**src/rtl/piso_ctrl_pkg.sv**
```systemverilog
// Shared types and encodings for the PISO sequencer.
package piso_ctrl_pkg;

   // Sequencer states: idle, one-cycle parallel load, WIDTH-cycle shift.
   typedef enum logic [1:0] {
      IDLE  = 2'd0,
      LOAD  = 2'd1,
      SHIFT = 2'd2
   } state_t;

   // PISO mode-line encoding (s_lbar).
   localparam logic S_LOAD  = 1'b0;
   localparam logic S_SHIFT = 1'b1;

endpackage : piso_ctrl_pkg

```
**src/rtl/piso_hold_reg.sv**
```systemverilog
// Single-entry word buffer between the input handshake and the PISO load.
// A fill always wins over a consume; the controller never asserts both
// because it only fills while the buffer is empty.
module piso_hold_reg #(
   parameter int WIDTH = 4
) (
   input  logic             clk,
   input  logic             i_clr,
   input  logic             i_fill,
   input  logic             i_consume,
   input  logic [WIDTH-1:0] i_data,
   output logic             o_full,
   output logic [WIDTH-1:0] o_data
);

   logic             r_full;
   logic [WIDTH-1:0] r_data;

   // Buffer storage: synchronous clear, capture on fill, release on consume.
   always_ff @(posedge clk) begin
      if (i_clr) begin
         r_full <= 1'b0;
         r_data <= {WIDTH{1'b0}};
      end else if (i_fill) begin
         r_full <= 1'b1;
         r_data <= i_data;
      end else if (i_consume) begin
         r_full <= 1'b0;
      end
   end

   assign o_full = r_full;
   assign o_data = r_data;

endmodule : piso_hold_reg

```
**src/rtl/piso_shift_ctrl.sv**
```systemverilog
// Sequencer for a parallel-in/serial-out shift register: buffers one word,
// drives the PISO load/shift line and parallel input, and tags each serial
// bit with valid, index and last markers. Words stream back to back when
// the next word is already buffered by the final bit of the current one.
module piso_shift_ctrl
   import piso_ctrl_pkg::*;
#(
   parameter  int WIDTH = 4,
   localparam int IDXW  = $clog2(WIDTH)
) (
   input  logic             clk,
   input  logic             rst,
   input  logic             in_valid,
   input  logic [WIDTH-1:0] in_data,
   output logic             in_ready,
   output logic             s_lbar,
   output logic [WIDTH-1:0] pdata,
   input  logic             q_in,
   output logic             ser_valid,
   output logic             ser_data,
   output logic [IDXW-1:0]  bit_idx,
   output logic             last_bit,
   output logic             busy
);

   localparam logic [IDXW-1:0] IDX_ZERO = {IDXW{1'b0}};
   localparam logic [IDXW-1:0] IDX_ONE  = IDXW'(1);
   localparam logic [IDXW-1:0] IDX_LAST = IDXW'(WIDTH - 1);

   state_t            r_state;
   state_t            w_state_nxt;
   logic [IDXW-1:0]   r_idx;
   logic [IDXW-1:0]   w_idx_nxt;
   logic              w_hold_full;
   logic [WIDTH-1:0]  w_hold_data;
   logic              w_fill;
   logic              w_consume;
   logic              w_s_lbar;
   logic              w_ser_valid;
   logic              w_idx_last;

   // The buffer only accepts while empty, so fill and consume never collide.
   assign w_fill     = in_valid && !w_hold_full;
   assign w_idx_last = (r_idx == IDX_LAST);

   piso_hold_reg #(
      .WIDTH (WIDTH)
   ) u_hold (
      .clk       (clk),
      .i_clr     (rst),
      .i_fill    (w_fill),
      .i_consume (w_consume),
      .i_data    (in_data),
      .o_full    (w_hold_full),
      .o_data    (w_hold_data)
   );

   // State and bit-index registers.
   always_ff @(posedge clk) begin
      if (rst) begin
         r_state <= IDLE;
         r_idx   <= IDX_ZERO;
      end else begin
         r_state <= w_state_nxt;
         r_idx   <= w_idx_nxt;
      end
   end

   // Next-state, bit index, buffer consume and PISO mode decode.
   always_comb begin
      w_state_nxt = r_state;
      w_idx_nxt   = r_idx;
      w_consume   = 1'b0;
      w_s_lbar    = S_SHIFT;
      w_ser_valid = 1'b0;
      case (r_state)
         IDLE: begin
            // A word landing on this edge goes straight to LOAD next cycle.
            w_idx_nxt = IDX_ZERO;
            if (w_hold_full || w_fill) begin
               w_state_nxt = LOAD;
            end else begin
               w_state_nxt = IDLE;
            end
         end
         LOAD: begin
            w_s_lbar    = S_LOAD;
            w_consume   = 1'b1;
            w_idx_nxt   = IDX_ZERO;
            w_state_nxt = SHIFT;
         end
         SHIFT: begin
            w_ser_valid = 1'b1;
            if (w_idx_last) begin
               w_idx_nxt = IDX_ZERO;
               if (w_hold_full) begin
                  // Reload on the final bit so the next word follows gap-free.
                  w_s_lbar    = S_LOAD;
                  w_consume   = 1'b1;
                  w_state_nxt = SHIFT;
               end else begin
                  w_state_nxt = IDLE;
               end
            end else begin
               w_idx_nxt   = r_idx + IDX_ONE;
               w_state_nxt = SHIFT;
            end
         end
         default: begin
            w_idx_nxt   = IDX_ZERO;
            w_state_nxt = IDLE;
         end
      endcase
   end

   assign in_ready  = !w_hold_full;
   assign s_lbar    = w_s_lbar;
   assign pdata     = (w_s_lbar == S_LOAD) ? w_hold_data : {WIDTH{1'b0}};
   assign ser_valid = w_ser_valid;
   assign ser_data  = q_in & w_ser_valid;
   assign bit_idx   = r_idx;
   assign last_bit  = w_ser_valid && w_idx_last;
   assign busy      = (r_state != IDLE) || w_hold_full;

endmodule : piso_shift_ctrl
```
**config.mk**
```make
export PLATFORM = sky130hd
export DESIGN_NAME = piso_shift_ctrl
export DESIGN_NICKNAME = d
export VERILOG_FILES = /design/src/rtl/piso_ctrl_pkg.sv /design/src/rtl/piso_hold_reg.sv /design/src/rtl/piso_shift_ctrl.sv
export SDC_FILE = /design/constraint.sdc
export NUM_CORES = 1
export LEC_CHECK = 0
export BUFFER_PORTS_ARGS = -buffer_cell sky130_fd_sc_hd__buf_2
export CAP_MARGIN = 10
export CORE_AREA = 2 2 39 41
export CTS_CLUSTER_DIAMETER = 40
export DETAILED_ROUTE_END_ITERATION = 8
export DIE_AREA = 0 0 41 43
export SYNTH_ARGS = -nofsm -noshare
export SYNTH_HDL_FRONTEND = slang
export SYNTH_SLANG_ARGS = --single-unit
```
**constraint.sdc**
```tcl
create_clock -name clk -period 2.5 [get_ports clk]
set_input_delay 0.25 -clock clk [delete_from_list [all_inputs] [get_ports clk]]
set_output_delay 0.25 -clock clk [all_outputs]
set_load 0.05 [all_outputs]
```
==> results.cfg <==
[setup_path]
critical_path_peak_fanout = 8
path_class = reg2out
start_kind = flip-flop
arrival_ps = 1650
cp.required_ps = 2250
critPathCaptureType = primary output

[cts]
cts_inserted_buffers = 3
cts_resized = 0
htreeDepth = 1
clk_latency_ps = 260
cts_sinks = 9
cts_tree = yes
cts_hold_buffers = 0
cts_setup_buffers = 0
cts.root.buffer_cell = clkbuf_4
clkTransAtPathRegs_ps = 60
cts_buffer_depth = 2

[power]
powerDensity_nw_per_um2 = 633
switchingPower_uw = 125
p_int_uw = 246
swShare = 0.336
power.clock.fraction = 0.304
total_power_uw = 370
seqPwrFrac = 0.433
peakVddDrop_mv = 0.257
p_leak_nw = 0.292
combPwrFrac = 0.263

[drt]
drc = 0
drtAntennaViolNets = 0
vias = 372
wl_per_cell_um = 9.74
drt_iter0_markers = 0
drtPass1Iterations = 1
wl_um = 818
vias_per_cell = 4.43

[timing]
fin_crit_sh = 0.761
setup_viol = 0
clock_skew_ps = 4.22
drv_slew = 0
setup-tns-final_ps = 0
finalCriticalPeriod_ps = 1900
max_freq_ghz = 0.525
max_slew_margin = 0.707
worst_slew_pin_slew_ps = 439
hold_viol = 0
rsz0062_at_grt = false

[grt]
grt_max_degree = 9
grt_use_total = 0.115
antenna_found_initial = 0
grt_pass1_wl_mm = 1.29
overflow = 0
grt_pass1_vias = 320

[floorplanning]
ios = 20
die_h_um = 43
start_util = 0.320
coreArea_um2 = 1380
rows = 14
fp.dieW_um = 41
fp.dieArea_um2 = 1760

[yosys]
synth_simple_gate_area_frac = 0.268
synth_cell_types = 19
synth-seq-cells = 9
avgSynthCellArea_um2 = 9.63
synth_fa_ha_area_frac = 0.141
synthMuxAreaShare = 0.0904
synth_xor_area_frac = 0
synth_ff_type = dfxtp_1
synth_fp_nets = 59
ys_warn_count = 0
synth_edf_count = 0
synthArstFlopShare = 0
synth-compound-area-share = 0.0565
synth_cells = 46
seq_area_frac_synth = 0.407
syn_area_um2 = 443
synth_top_family_by_area = simple AND/OR/NAND/NOR gates

[cells_and_area]
area_growth_syn_to_layout_pct = 32.2
final_cell_mix = buf_2, dfxtp_1, nor2b_1
layout_commonest_cell = buf_2
utilization = 0.423
nets = 82
multi_input_area_um2 = 253
antennaDiodeCount = 0
regArea_um2 = 180
layout-drive-gt1-share = 0.353
fillCellCount = 149

[placed_design]
portBuffers = 19
gp_congestion = 0.637
hpwl_um = 667

[run]
max-cap-violations = 0

[outcome]
status = completed

[min_path]
hold_class = in2reg
[worst max-delay path, stage by stage, from the launching register on]
cell and delay [ps]:
dfxtp_1 370, inv_1 90, ha_1 290, nor2b_1 160, a31oi_2 80, nor2b_1 140, buf_2 270
[per-layer routing]
metal,global-route usage,share of wire,vias to the layer above
met5,0,0,-
met4,0.100,0.017,0
met3,0.0471,0.032,2
met2,0.153,0.50,7
met1,0.133,0.44,167
li1,-,-,196
[cells in the mapped netlist, types with 2 or more instances]
cell type	n	area share
inv_1	3	0.025
ha_1	5	0.14
nand2_1	2	0.017
a31oi_1	2	0.028
mux2i_1	4	0.090
nor2b_1	6	0.085
dfxtp_1	9	0.41
nor2_1	4	0.034
[power groups by stage]
stage                     combinational (mW)  sequential, mW  clock, mW
final                                 0.0973           0.161      0.113
after detailed placement              0.0993           0.164          0
after global placement                0.0985           0.164          0
after CTS                             0.0995           0.161      0.117
after global routing                   0.107           0.162      0.123
after floorplan                       0.0736           0.165          0
[layout make-up]
type | instances | share of cell area
inverter | 3 | 0.0192
clock buffer | 4 | 0.0449
sequential | 9 | 0.308
tap | 16 | 0.0342
timing repair buffer | 19 | 0.162
multi-input combinational | 33 | 0.432
[sequential cells by signal, indices dropped and copies added, names as in the netlist]
signal         count
r_state            2
u_hold.o_full      1
bit_idx            2
u_hold.o_data      4
[kinds of logic after synthesis]
kind of cell | count (synthesis)
buffers and inverters | 4
muxes | 4
AOI/OAI and AO/OA | 4
and+or+nand+nor | 20
DFF | 9
adders and majority gates | 5
[metrics by stage]
stage / cells / hold WS (ps) / cell area, µm² / setup WS, ps
after floorplan: 46 / 319 / 449 / 4.64
after global placement: 80 / 458 / 559 / 890
after detailed placement: 80 / 468 / 559 / 853
after CTS: 84 / 224 / 586 / 561
after global routing: 84 / 227 / 586 / 488
final: 84 / 229 / 586 / 597
[path summary, 6_finish.rpt]
path / start / endpoint / slack (ps) / cells past startpoint
worst max register to register: r_state[0] / u_hold.o_full / 1160 / 5
worst min-delay path: in_data[3] / u_hold.o_data[3] / 230 / 3
worst min register to register: bit_idx[0] / bit_idx[0] / 470 / 1
worst max-delay path: r_state[0] / pdata[2] / 600 / 6
No activity file was read; power rests on OpenSTA's default activity.
